File: config.mk
export PLATFORM = sky130hd
export DESIGN_NAME = add_sub_serial_nbit_flat
export DESIGN_NICKNAME = d
export VERILOG_FILES = /design/src/rtl/add_sub_serial_nbit_if.sv /design/src/rtl/add_sub_serial_nbit.sv /design/src/flat_wrapper.sv
export SDC_FILE = /design/constraint.sdc
export NUM_CORES = 1
export LEC_CHECK = 0
export CORE_MARGIN = 8
export CORE_UTILIZATION = 45
export CTS_CLUSTER_DIAMETER = 40
export DETAILED_ROUTE_END_ITERATION = 8
export PLACE_DENSITY = 0.75
export REMOVE_ABC_BUFFERS = 1
export SETUP_SLACK_MARGIN = 0.4
export SLEW_MARGIN = 20
export SYNTH_ARGS = -nofsm -noshare
export SYNTH_HDL_FRONTEND = slang
export SYNTH_SLANG_ARGS = --single-unit
File: constraint.sdc
create_clock -name Clk -period 1.85 [get_ports Clk]
set_clock_uncertainty 0.05 [all_clocks]
set_input_delay 0.37 -clock Clk [delete_from_list [all_inputs] [get_ports Clk]]
set_output_delay 0.37 -clock Clk [all_outputs]
set_load 0.03 [all_outputs]
File: src/rtl/add_sub_serial_nbit_if.sv
// Operand/result handshake bundle for the slice-serial add/sub unit.
// master drives operands and Out_Ready; slave returns Sum and Z/N/C/V flags.
interface add_sub_serial_nbit_if #(
  parameter int WIDTH = 8
);
  logic             In_Valid;
  logic             In_Ready;
  logic [WIDTH-1:0] A;
  logic [WIDTH-1:0] B;
  logic             Cin;
  logic             Binv;
  logic             Out_Valid;
  logic             Out_Ready;
  logic [WIDTH-1:0] Sum;
  logic             Cout;
  logic             Zero;
  logic             Neg;
  logic             Ovf;

  modport master (
    output In_Valid, A, B, Cin, Binv, Out_Ready,
    input  In_Ready, Out_Valid, Sum, Cout, Zero, Neg, Ovf
  );

  modport slave (
    input  In_Valid, A, B, Cin, Binv, Out_Ready,
    output In_Ready, Out_Valid, Sum, Cout, Zero, Neg, Ovf
  );
endinterface

File: src/rtl/add_sub_serial_nbit.sv
// N-bit add/sub, CHUNK bits per clock LSB first, registered inter-slice carry.
// Ports: Clk, Reset (sync, high), bus = slave side of add_sub_serial_nbit_if.
module add_sub_serial_nbit #(
  parameter int WIDTH = 8,
  parameter int CHUNK = 4
) (
  input logic                  Clk,
  input logic                  Reset,
  add_sub_serial_nbit_if.slave bus
);
  localparam int K  = WIDTH / CHUNK;
  localparam int CW = (K > 1) ? $clog2(K) : 1;
  localparam logic [CW-1:0] KLAST = CW'(K - 1);

  typedef enum logic [1:0] {
    IDLE,
    RUN,
    DONE
  } state_t;

  state_t state_q, state_d;

  logic [WIDTH-1:0] a_q, b_q;
  logic [WIDTH-1:0] res_q, res_d;
  logic [CW-1:0]    k_q;
  logic             c_q;
  logic [CHUNK-1:0] a_sl, b_sl, s_sl;
  logic             c_out, c_msb, last;
  logic             cout_q, zero_q, neg_q, ovf_q;

  // Operands shift right each slice, so the live slice is always bit 0.
  assign a_sl = a_q[CHUNK-1:0];
  assign b_sl = b_q[CHUNK-1:0];

  assign {c_out, s_sl} = {1'b0, a_sl}
                       + {1'b0, b_sl}
                       + {{CHUNK{1'b0}}, c_q};

  // Carry into the slice MSB, recovered from its sum bit.
  assign c_msb = s_sl[CHUNK-1]
               ^ a_sl[CHUNK-1]
               ^ b_sl[CHUNK-1];

  // Result fills from the top; after K slices it is aligned.
  assign res_d = (res_q >> CHUNK)
               | (WIDTH'(s_sl) << (WIDTH - CHUNK));

  assign last = (k_q == KLAST);

  assign bus.In_Ready  = (state_q == IDLE);
  assign bus.Out_Valid = (state_q == DONE);
  assign bus.Sum       = res_q;
  assign bus.Cout      = cout_q;
  assign bus.Zero      = zero_q;
  assign bus.Neg       = neg_q;
  assign bus.Ovf       = ovf_q;

  always_ff @(posedge Clk) begin
    if (Reset) state_q <= IDLE;
    else       state_q <= state_d;
  end

  always_comb begin
    state_d = state_q;
    unique case (state_q)
      IDLE:    if (bus.In_Valid)  state_d = RUN;
      RUN:     if (last)          state_d = DONE;
      DONE:    if (bus.Out_Ready) state_d = IDLE;
      default: state_d = IDLE;
    endcase
  end

  always_ff @(posedge Clk) begin
    if (Reset) begin
      a_q    <= '0;
      b_q    <= '0;
      res_q  <= '0;
      k_q    <= '0;
      c_q    <= 1'b0;
      cout_q <= 1'b0;
      zero_q <= 1'b0;
      neg_q  <= 1'b0;
      ovf_q  <= 1'b0;
    end else if (state_q == IDLE && bus.In_Valid) begin
      a_q <= bus.A;
      b_q <= bus.B ^ {WIDTH{bus.Binv}};
      c_q <= bus.Cin;
      k_q <= '0;
    end else if (state_q == RUN) begin
      a_q   <= a_q >> CHUNK;
      b_q   <= b_q >> CHUNK;
      c_q   <= c_out;
      res_q <= res_d;
      k_q   <= k_q + 1'b1;
      if (last) begin
        cout_q <= c_out;
        ovf_q  <= c_out ^ c_msb;
        zero_q <= (res_d == '0);
        neg_q  <= res_d[WIDTH-1];
      end
    end
  end
endmodule

File: src/flat_wrapper.sv
// flat-port wrapper written by rule: the top's interface ports become plain ports
module add_sub_serial_nbit_flat 
#(
  parameter int WIDTH = 8,
  parameter int CHUNK = 4
)
  (Clk, Reset, bus_In_Valid, bus_A, bus_B, bus_Cin, bus_Binv, bus_Out_Ready, bus_In_Ready, bus_Out_Valid, bus_Sum, bus_Cout, bus_Zero, bus_Neg, bus_Ovf);
  add_sub_serial_nbit_if #(.WIDTH(WIDTH)) bus_i ();
  input logic Clk;
  input logic Reset;
  input wire logic [$bits(bus_i.In_Valid)-1:0] bus_In_Valid;
  input wire logic [$bits(bus_i.A)-1:0] bus_A;
  input wire logic [$bits(bus_i.B)-1:0] bus_B;
  input wire logic [$bits(bus_i.Cin)-1:0] bus_Cin;
  input wire logic [$bits(bus_i.Binv)-1:0] bus_Binv;
  input wire logic [$bits(bus_i.Out_Ready)-1:0] bus_Out_Ready;
  output wire logic [$bits(bus_i.In_Ready)-1:0] bus_In_Ready;
  output wire logic [$bits(bus_i.Out_Valid)-1:0] bus_Out_Valid;
  output wire logic [$bits(bus_i.Sum)-1:0] bus_Sum;
  output wire logic [$bits(bus_i.Cout)-1:0] bus_Cout;
  output wire logic [$bits(bus_i.Zero)-1:0] bus_Zero;
  output wire logic [$bits(bus_i.Neg)-1:0] bus_Neg;
  output wire logic [$bits(bus_i.Ovf)-1:0] bus_Ovf;
  assign bus_i.In_Valid = bus_In_Valid;
  assign bus_i.A = bus_A;
  assign bus_i.B = bus_B;
  assign bus_i.Cin = bus_Cin;
  assign bus_i.Binv = bus_Binv;
  assign bus_i.Out_Ready = bus_Out_Ready;
  assign bus_In_Ready = bus_i.In_Ready;
  assign bus_Out_Valid = bus_i.Out_Valid;
  assign bus_Sum = bus_i.Sum;
  assign bus_Cout = bus_i.Cout;
  assign bus_Zero = bus_i.Zero;
  assign bus_Neg = bus_i.Neg;
  assign bus_Ovf = bus_i.Ovf;
  add_sub_serial_nbit #(.WIDTH(WIDTH), .CHUNK(CHUNK)) u_core (.Clk(Clk), .Reset(Reset), .bus(bus_i));
endmodule
==> impl_metrics.json, run 1 <==
{
  "fmax_ghz": 0.524,
  "least_margin_pin_slew_ns": 0.427,
  "synth-seq-area-share_pct": 39.7,
  "number_of_global_route_vias_before_repair": 1498,
  "final.setup.worst_slack_ns": -0.0573,
  "clock_sink_count": 32,
  "postRouteAntennaNets": 0,
  "post-route-util_pct": 69.3,
  "congestion_overflow_gr": 0,
  "dp_slack_ns": -0.126,
  "synthCells": 191,
  "final_min_period_over_clock_period_pct": 103,
  "via_density": 5.33,
  "start_util_pct": 47.7,
  "cell_leakage_power_nw": 0.971,
  "mostFrequentLayoutCell": "sky130_fd_sc_hd__dfxtp_1",
  "final_cell_mix": "sky130_fd_sc_hd__dfxtp_1, sky130_fd_sc_hd__nand2_1, sky130_fd_sc_hd__clkdlybuf4s50_1",
  "routedWlPerCell_um": 15.4,
  "drc_errors": 0,
  "failing_checks": "negative setup slack",
  "timing.critical_path.from_type": "register",
  "io-pin-count": 36,
  "hpwlAfterDp_mm": 2.66,
  "irDropWorstVdd_uv": 501,
  "path_max_fanout": 3,
  "hold_buffers": 0,
  "worst_hold_startpoint": "u_core.bus.Sum[0]$_SDFFE_PP0P_",
  "cts_max_path_buffers": 2,
  "postLayoutCellArea_um2": 2350,
  "syn-mean-instance-area_um2": 8.46,
  "clock_power_share_pct": 23.0,
  "timing.critical_path.to_type": "register",
  "hp-class": "reg2reg",
  "setup.worst_path.start": "u_core.a_q[0]$_SDFFE_PP0P_",
  "critPathKind": "reg2reg",
  "critical_path_arrival_ns": 2.09,
  "grt_setup_unrepaired": "yes",
  "htree_levels": 2,
  "antenna-diode-count": 0,
  "die-area_um2": 5760,
  "gp_congestion": 0.784,
  "final-hold-violation-count": 0,
  "timing_endpoint_of_the_critical_path": "u_core.bus.Ovf$_SDFFE_PP0P_",
  "io_buffer_count": 35,
  "outcome": "complete, but fails checks",
  "grt_pass1_wl_mm": 6.85,
  "worst-r2r-setup-slack_ns": -0.06,
  "nets": 273,
  "clk-insertion-delay-late_ns": 0.35,
  "slew_headroom_pct": 71.5,
  "num_vias": 1557,
  "placement_rows": 21,
  "finalWirelength_mm": 4.50,
  "placeableCoreArea_um2": 3390,
  "rr_startpoint": "u_core.a_q[0]$_SDFFE_PP0P_",
  "grt_usage_pct": 14.2,
  "pwr_density_cell_nw_per_um2": 711,
  "power.share.sequential_pct": 46.8,
  "power.total_mw": 1.67,
  "drive_gt1_share_pct": 32.1,
  "die_width_um": 75.9,
  "power.switching_uw": 543,
  "synth_top_cell_by_area": "sky130_fd_sc_hd__dfxtp_1",
  "dr.pass1.iters": 4,
  "ys_ff_latch": 32,
  "intPower_mw": 1.13,
  "area.growth.synth_to_final_pct": 45.3,
  "worstReg2RegEnd": "u_core.bus.Ovf$_SDFFE_PP0P_",
  "numCtsBuffers": 5,
  "detailed_route_iter0_violations": 94,
  "maxCapViolCount": 0,
  "timing.final.setup_violations": 3,
  "yosys.cell_types.count": 38,
  "placement.cell_area_um2": 2030,
  "ys.warnings.count": 0,
  "timing.critical_path.required_ns": 2.04,
  "clock_tree_from_tritoncts": "built",
  "max_slew_vio_count": 0,
  "vertical_die_dimension_um": 75.9,
  "p_sw_share_pct": 32.5,
  "post-route-min-period_ns": 1.91,
  "synthesis.area_um2": 1620,
  "worst_setup_hold_path_clk_slew_ns": 0.10,
  "ys_top_cells_by_area": "sky130_fd_sc_hd__dfxtp_1, sky130_fd_sc_hd__a21oi_1, sky130_fd_sc_hd__nand2_1, sky130_fd_sc_hd__nor2b_1, sky130_fd_sc_hd__xor2_1",
  "power.combinational.fraction_pct": 30.3,
  "synth_top_area_share_pct": 39.7,
  "number_of_antenna_violations_at_the_first_check_in_global_routing": 0,
  "worst-r2r-cell-count": 6,
  "cts_root_buf": "sky130_fd_sc_hd__clkbuf_4",
  "maximum_number_of_pins_on_one_net_before_global_route_repair": 24
}
## final cells by class
class	count	area (um^2)
clock buffer	6	41.3
tap	46	57.6
fill	268	1040
multi-input combinational	143	1000
inverter	2	7.51
sequential	32	648
timing repair buffer	62	587
clock inverter	1	5.00
## critical path, cell delays in order, from the launching register on
cell                       delay (ns)
sky130_fd_sc_hd__dfxtp_2         0.35
sky130_fd_sc_hd__fa_2            0.40
sky130_fd_sc_hd__fa_2            0.42
sky130_fd_sc_hd__nand3_4         0.10
sky130_fd_sc_hd__nand3_2         0.08
sky130_fd_sc_hd__a211oi_1        0.31
sky130_fd_sc_hd__o41ai_2         0.08
## layer usage
layer	track usage [%]	wire, um
met5	0	0
met4	8.04	81
met2	22.4	2300
met3	5.07	256
met1	16.3	1860
## state kept, by name (all words and copies together) (netlist names)
name,flops
u_core.bus.Zero,1
u_core.k_q,1
u_core.bus.Neg,1
u_core.state_q,2
u_core.b_q,8
u_core.bus.Sum,8
u_core.bus.Cout,1
u_core.c_q,1
u_core.bus.Ovf,1
u_core.a_q,8
## power by group through the flow
stage,combinational [mW],sequential (mW),clock [mW]
after floorplan,0.210,0.810,0
final,0.505,0.780,0.383
after global placement,0.396,0.787,0
after detailed placement,0.398,0.788,0
after CTS,0.442,0.776,0.382
after global routing,0.542,0.787,0.420
## worst min-delay path by stage
stage | end | slack, ns | cells past startpoint
floorplan | u_core.b_q[4]$_SDFFE_PP0P_ | 0.39 | 2
global placement | u_core.bus.Sum[3]$_SDFFE_PP0P_ | 0.39 | 2
detailed placement | u_core.bus.Sum[2]$_SDFFE_PP0P_ | 0.39 | 2
CTS | u_core.bus.Zero$_SDFFE_PP0P_ | 0.41 | 2
global route | u_core.bus.Sum[0]$_SDFFE_PP0P_ | 0.43 | 2
finish | u_core.bus.Sum[0]$_SDFFE_PP0P_ | 0.41 | 2
## metrics by stage
step | std cells | TNS (ns) | hold slack [ns]
after floorplan | 177 | -0.0666 | 0.388
after global placement | 269 | -0.163 | 0.389
after detailed placement | 269 | -0.266 | 0.394
after CTS | 283 | -0.00247 | 0.408
after global routing | 292 | -0.404 | 0.434
final | 292 | -0.117 | 0.410
## synthesized netlist by cell type, drive strengths merged
master and count:
a211oi 2, a21o 1, a21oi 23, a221oi 1, a22oi 5, a2bb2oi 3
and2 1, and3 2, buf 9, clkbuf 5, dfxtp 32, fa 2
ha 3, inv 2, nand2 24, nand2b 3, nand3 7, nand3b 2
nor2 19, nor2b 14, nor3 5, nor4 1, o2111ai 1, o211a 1
o21ai 4, o21bai 1, o22ai 4, o41ai 1, or3 2, xnor2 1
xor2 10
## cell families (layout without fill, tap and decap cells)
| kind of cell | count (synthesis) | in the layout | share of synthesized area, % |
|---|---|---|---|
| XOR/XNOR | 11 | 11 | 5.96 |
| buffers and inverters | 16 | 71 | 5.65 |
| AO/OA/AOI/OAI | 47 | 47 | 18.8 |
| flip-flops | 32 | 32 | 39.7 |
| adder cells (fa/ha/maj) | 5 | 5 | 4.80 |
| AND/OR/NAND/NOR | 80 | 80 | 25.1 |
## what timing repair did
action	CTS	global route
hold endpoints to repair	0	0
setup endpoints to repair	28	26
resized for setup	75	30
cloned	0	1
pin swaps	3	7
buffers inserted	7	8
(Power assumes the default switching activity.)
==> run 2: changes to the inputs <==
--- a/config.mk
+++ b/config.mk
@@ -5,8 +5,9 @@
 export SDC_FILE = /design/constraint.sdc
 export NUM_CORES = 1
 export LEC_CHECK = 0
+export ABC_AREA = 1
 export CORE_MARGIN = 8
-export CORE_UTILIZATION = 45
+export CORE_UTILIZATION = 44
 export CTS_CLUSTER_DIAMETER = 40
 export DETAILED_ROUTE_END_ITERATION = 8
 export PLACE_DENSITY = 0.75
==> run 2 against run 1 <==
The flow still finishes with violations (negative setup slack). Clock power grew 8.9%. Sequential share of layout area grew 4.4 points. Synthesized cell count grew 4.7%. Critical path type unchanged.
==> impl_metrics.json, run 2 <==
{
  "routedWlPerCell_um": 11.7,
  "io_buffer_count": 35,
  "clk-insertion-delay-late_ns": 0.34,
  "seq_area_um2": 646,
  "cp_cell_sequence": "fa_2, fa_2, nand3_2, nand2_2, nand2_2, nand2_1, nand3_1, nand2_1, nor2_1, nor2_1",
  "number_of_antenna_violations_at_the_first_check_in_global_routing": 0,
  "final.setup.worst_slack_ns": -0.0000122,
  "clock_sink_count": 32,
  "timing.final.setup_violations": 1,
  "multi_input_area_um2": 769,
  "grt_pass1_wl_mm": 5.62,
  "post-route-util_pct": 59.9,
  "routedLengthMet1_mm": 1.45,
  "number_of_global_route_vias_before_repair": 1300,
  "hp-class": "reg2reg",
  "least_margin_pin_slew_ns": 0.339,
  "die_width_um": 75.3,
  "cp_slowest_cell": "sky130_fd_sc_hd__fa_2",
  "dr.pass1.iters": 4,
  "fmax_ghz": 0.541,
  "nets": 267,
  "highest_layer": "met4",
  "met3WireLength_um": 247,
  "pwr_density_cell_nw_per_um2": 777,
  "gp_congestion": 0.890,
  "start_util_pct": 46.0,
  "placement_rows": 21,
  "timing.critical_path.from_type": "register",
  "congestion_overflow_gr": 0,
  "placeableCoreArea_um2": 3360,
  "cp_top_family": "adder cells",
  "synth_top_cell_by_area": "sky130_fd_sc_hd__dfxtp_1",
  "mostFrequentLayoutCell": "sky130_fd_sc_hd__nand2_1",
  "final-hold-violation-count": 0,
  "max_stage_delay_ns": 0.41,
  "hpwlAfterDp_mm": 2.41,
  "final_min_period_over_clock_period_pct": 100,
  "ys_top_cells_by_area": "sky130_fd_sc_hd__dfxtp_1, sky130_fd_sc_hd__nand2_1, sky130_fd_sc_hd__a21oi_1, sky130_fd_sc_hd__inv_1, sky130_fd_sc_hd__xor2_1",
  "grt_usage_pct": 13.1,
  "post-route-min-period_ns": 1.85,
  "synthesis.area_um2": 1550,
  "cell_leakage_power_nw": 0.894,
  "outcome": "complete, but fails checks",
  "final_cell_mix": "sky130_fd_sc_hd__nand2_1, sky130_fd_sc_hd__dfxtp_1, sky130_fd_sc_hd__clkdlybuf4s50_1",
  "hold_buffers": 0,
  "asyncSetResetFlopFracSynth_pct": 0,
  "io-pin-count": 36,
  "maxCapViolCount": 0,
  "critical_path_arrival_ns": 2.04,
  "ys.warnings.count": 0,
  "timing.critical_path.to_type": "register",
  "layout.filler_cells": 354,
  "slew_headroom_pct": 77.4,
  "critPathKind": "reg2reg",
  "htree_levels": 2,
  "synth_top_area_share_pct": 41.4,
  "postRouteAntennaNets": 0,
  "yosys.cell_types.count": 30,
  "cts_max_path_buffers": 2,
  "synthCells": 200,
  "area.growth.synth_to_final_pct": 30.3,
  "main_synth_ff_type": "sky130_fd_sc_hd__dfxtp_1",
  "maximum_number_of_pins_on_one_net_before_global_route_repair": 20,
  "synth_edf_count": 0,
  "antenna-diode-count": 0,
  "cts_root_buf": "sky130_fd_sc_hd__clkbuf_4",
  "setup_tns_ns": -0.0000122,
  "clock_tree_from_tritoncts": "built",
  "vertical_die_dimension_um": 75.3,
  "post-synth-top-count-cell": "sky130_fd_sc_hd__nand2_1",
  "num_vias": 1350,
  "detailed_route_iter0_violations": 80,
  "die-area_um2": 5670,
  "grt_setup_unrepaired": "yes",
  "finalWirelength_mm": 3.35,
  "critical_path_buf_inv_count": 0,
  "worst_setup_hold_path_clk_slew_ns": 0.09,
  "via_density": 4.70,
  "worst-r2r-setup-slack_ns": -0.00001,
  "yosys-top-cells-count": "sky130_fd_sc_hd__nand2_1, sky130_fd_sc_hd__dfxtp_1, sky130_fd_sc_hd__a21oi_1, sky130_fd_sc_hd__inv_1, sky130_fd_sc_hd__o21ai_0",
  "met2WireLength_mm": 1.61,
  "timing.critical_path.required_ns": 2.04,
  "numCtsBuffers": 5,
  "synth-seq-area-share_pct": 41.4,
  "syn-mean-instance-area_um2": 7.73,
  "drc_errors": 0,
  "drive_gt1_share_pct": 22.8,
  "ys_ff_latch": 32,
  "max_slew_vio_count": 0,
  "irDropWorstVdd_uv": 502,
  "failing_checks": "negative setup slack",
  "path_max_fanout": 3
}
## run 2: cell types whose count changed after synthesis, moves of 6 or more
cell and change:
sky130_fd_sc_hd__nand2_1 +32, sky130_fd_sc_hd__a31oi_1 +7, sky130_fd_sc_hd__inv_1 +18, sky130_fd_sc_hd__nor2_1 -10, sky130_fd_sc_hd__nor2b_1 -14, sky130_fd_sc_hd__o21ai_0 +6
## run 2: layout make-up
cell class                      instances  area share (%)
Inverter                               22            4.53
Sequential cell                        32            32.0
Clock inverter                          2           0.497
Clock buffer                            6            2.55
Timing Repair Buffer                   45            19.3
Tap cell                               46            2.86
Multi-Input combinational cell        134            38.2
## run 2: logic make-up (layout without fill, tap and decap cells)
kind of cell | after synthesis | count (layout) | share of synthesized area, %
and+or+nand+nor | 80 | 80 | 22.9
AOI/OAI and AO/OA | 41 | 41 | 14.6
buffers and inverters | 34 | 75 | 11.5
DFF | 32 | 32 | 41.4
xor gates and xnor gates | 8 | 8 | 4.53
adders and majority gates | 5 | 5 | 5.02
## run 2: worst paths after layout
kind                                   start                          end  cells after the start
setup / recovery  u_core.a_q[0]$_SDFFE_PP0P_  u_core.bus.Ovf$_SDFFE_PP0P_                     10
hold / removal    u_core.a_q[4]$_SDFFE_PP0P_   u_core.a_q[4]$_SDFFE_PP0P_                      2
setup reg to reg  u_core.a_q[0]$_SDFFE_PP0P_  u_core.bus.Ovf$_SDFFE_PP0P_                     10
hold reg to reg   u_core.a_q[4]$_SDFFE_PP0P_   u_core.a_q[4]$_SDFFE_PP0P_                      2
## run 2: report_power, final
group          leakage, nW  internal (mW)  switching, mW
clock network       0.0380          0.180          0.237
logic                0.592          0.154          0.218
registers            0.264          0.741         0.0355
total                0.894           1.08          0.490
## run 2: repair_timing
action,CTS,global route
hold endpoints to repair,0,0
buffers inserted,1,2
gates resized for setup,54,35
setup endpoints to repair,22,34
pin swaps,2,2
## run 2: tightest hold or removal path: stages (launching register included)
cell	delay, ns
sky130_fd_sc_hd__dfxtp_1	0.32
sky130_fd_sc_hd__nand2_1	0.06
sky130_fd_sc_hd__a21oi_1	0.05
## run 2: routing by layer
layer	track usage [%]	vias to the layer above
li1	-	723
met1	14.5	586
met2	21.2	35
met3	6.52	6
met4	4.48	0
met5	0	-
## run 2: stage by stage
step / hold slack [ns] / std cells / power [mW] / instance area (um^2) / setup WS [ns]
CTS: 0.416 / 285 / 1.57 / 2000 / 0.0502
detailed placement: 0.402 / 276 / 1.16 / 1920 / -0.0791
global route: 0.436 / 287 / 1.66 / 2010 / -0.109
global placement: 0.398 / 276 / 1.16 / 1920 / -0.0292
floorplan: 0.385 / 188 / 1.01 / 1460 / 0.0340
finish: 0.415 / 287 / 1.57 / 2010 / -0.0000122
==> RTL edit, RTL diff (settings of run 1) <==
`CHUNK` is set to 4 in 2 places; all go to 8.
--- a/src/rtl/add_sub_serial_nbit.sv
+++ b/src/rtl/add_sub_serial_nbit.sv
@@ -2,7 +2,7 @@
 // Ports: Clk, Reset (sync, high), bus = slave side of add_sub_serial_nbit_if.
 module add_sub_serial_nbit #(
   parameter int WIDTH = 8,
-  parameter int CHUNK = 4
+  parameter int CHUNK = 8
 ) (
   input logic                  Clk,
   input logic                  Reset,
--- a/src/flat_wrapper.sv
+++ b/src/flat_wrapper.sv
@@ -2,7 +2,7 @@
 module add_sub_serial_nbit_flat 
 #(
   parameter int WIDTH = 8,
-  parameter int CHUNK = 4
+  parameter int CHUNK = 8
 )
   (Clk, Reset, bus_In_Valid, bus_A, bus_B, bus_Cin, bus_Binv, bus_Out_Ready, bus_In_Ready, bus_Out_Valid, bus_Sum, bus_Cout, bus_Zero, bus_Neg, bus_Ovf);
   add_sub_serial_nbit_if #(.WIDTH(WIDTH)) bus_i ();
Formal check against the unedited RTL: not equivalent (Yosys sat finds a counterexample within 4 cycles, from zero or initial values and one cycle with Reset high).
==> RTL edit against run 1 <==
The run still ends with setup timing left; routed wire length shrank 5.5%; sequential cell count is the same; critical endpoint is now u_core.bus.Zero$_SDFFE_PP0P_; highest routed layer unchanged; final cell count grew 3.8%; worst setup slack lost 0.43 ns; power grew 7.3%; non-clock buffer count shrank 6; count of clock-buffer cells in the layout is the same; hold slack lost 0.0037 ns; synthesized area grew 2.5%; design area grew 2.2%.
==> RTL edit: results (changes against run 1) <==
CELLS AND AREA
----------------------------------------------------------------------------------
Nets                                                                           285   +4.4%
Count of plain and timing-repair buffers                                        56   -9.7%
Total number of multi-input combinational cells                                153   +7.0%
Share of final-layout standard cells stronger than drive strength 1         0.2510   -0.07016
Non-clock inverters                                                              6   +4
Clock network area share                                                   0.03860   +0.01888
Share of the final layout cell area in multi-input gates                    0.4471   +0.02061

PLACED DESIGN
----------------------------------------------------------------------------------
Final HPWL DP                                                              2894 um   +8.7%
Final Wtd Congestion                                                        0.8839   +13%

STATUS
----------------------------------------------------------------------------------
Outcome                                                               complete, but fails checks
Violated checks                                                       setup timing

SYNTH
----------------------------------------------------------------------------------
Unique cell type count in the Yosys netlist                                     36   -5.3%
Ranking of synthesized cells by area                                  dfxtp_1 (39%), a21oi_1 (7.6%), nand2_1 (7.3%)
Most numerous cell types in the synthesized netlist                   dfxtp_1 (32), nand2_1 (32), a21oi_1 (25)
Part of the Yosys area used for sequential elements                         0.3870   -0.009593

TIMING
----------------------------------------------------------------------------------
Smallest setup slack after layout                                       -0.4859 ns   -0.4285 ns
Worst-margin pin slew                                                    0.4234 ns   -0.003371 ns
Setup violations, final                                                         10   +7

DETAILED ROUTING
----------------------------------------------------------------------------------
Ratio of routed vias to standard cells                                       5.165   -3.1%
Violation count after the first detailed-routing iteration                      77   -18%

CLOCKING
----------------------------------------------------------------------------------
Post-CTS resize count                                                           50   -33%
Setup Fix Bufs, Post-CTS                                                         3   -4
Root cell of the clock tree                                               clkbuf_8

PWR
----------------------------------------------------------------------------------
Logic power comb                                                        0.000474 W   -6.1%

CRITICAL PATH
----------------------------------------------------------------------------------
Slowest stage delay, CP                                                    0.40 ns   -0.02 ns
Cell family contributing the most delay on the critical path          compound AO/OA/AOI/OAI gates

GLOBAL ROUTE
----------------------------------------------------------------------------------
Maximum number of pins on one net before global-route repair                    33   +38%
Number of global-route vias before repair                                     1627   +8.6%

[RTL edit: worst paths after layout]
kind	start	cells after the start	slack [ns]	endpoint
setup reg to reg	u_core.a_q[0]$_SDFFE_PP0P_	9	-0.49	u_core.bus.Zero$_SDFFE_PP0P_
setup / recovery	u_core.a_q[0]$_SDFFE_PP0P_	9	-0.49	u_core.bus.Zero$_SDFFE_PP0P_
hold / removal	u_core.bus.Sum[3]$_SDFFE_PP0P_	2	0.41	u_core.bus.Sum[3]$_SDFFE_PP0P_
hold reg to reg	u_core.bus.Sum[3]$_SDFFE_PP0P_	2	0.41	u_core.bus.Sum[3]$_SDFFE_PP0P_
[RTL edit: routing by layer]
layer | part of all wire | global-route usage | vias up
li1 | - | - | 793
met1 | 0.42 | 0.1660 | 726
met2 | 0.50 | 0.2511 | 36
met3 | 0.050 | 0.04895 | 10
met4 | 0.027 | 0.07500 | 0
met5 | 0 | 0 | -
[RTL edit: kinds of logic (layout without fill, tap and decap cells)]
group	count (synthesis)	count (layout)	synth area share
buffers and inverters	17	70	0.03855
XOR/XNOR	13	13	0.06878
adder cells (fa/ha/maj)	9	9	0.07710
AO/OA/AOI/OAI	50	50	0.2048
AND/OR/NAND/NOR	81	81	0.2237
flip-flops	32	32	0.3870
[RTL edit: metrics by stage]
step	cell area, sq um	util	std cells	total power [W]	setup WS [ns]
after floorplan	1614	-	191	0.001007	-0.5187
after global routing	2399	0.6652	303	0.001882	-0.5770
after detailed placement	2165	0.6003	291	0.001218	-0.6605
final	2399	0.6652	303	0.001791	-0.4859
after CTS	2366	0.6561	302	0.001788	-0.5024
after global placement	2165	0.6003	291	0.001209	-0.5820
[RTL edit: worst min-delay path, stage by stage, from the launching register on]
cell     delay, ns
dfxtp_1       0.31
nand2_1       0.05
a21oi_1       0.05
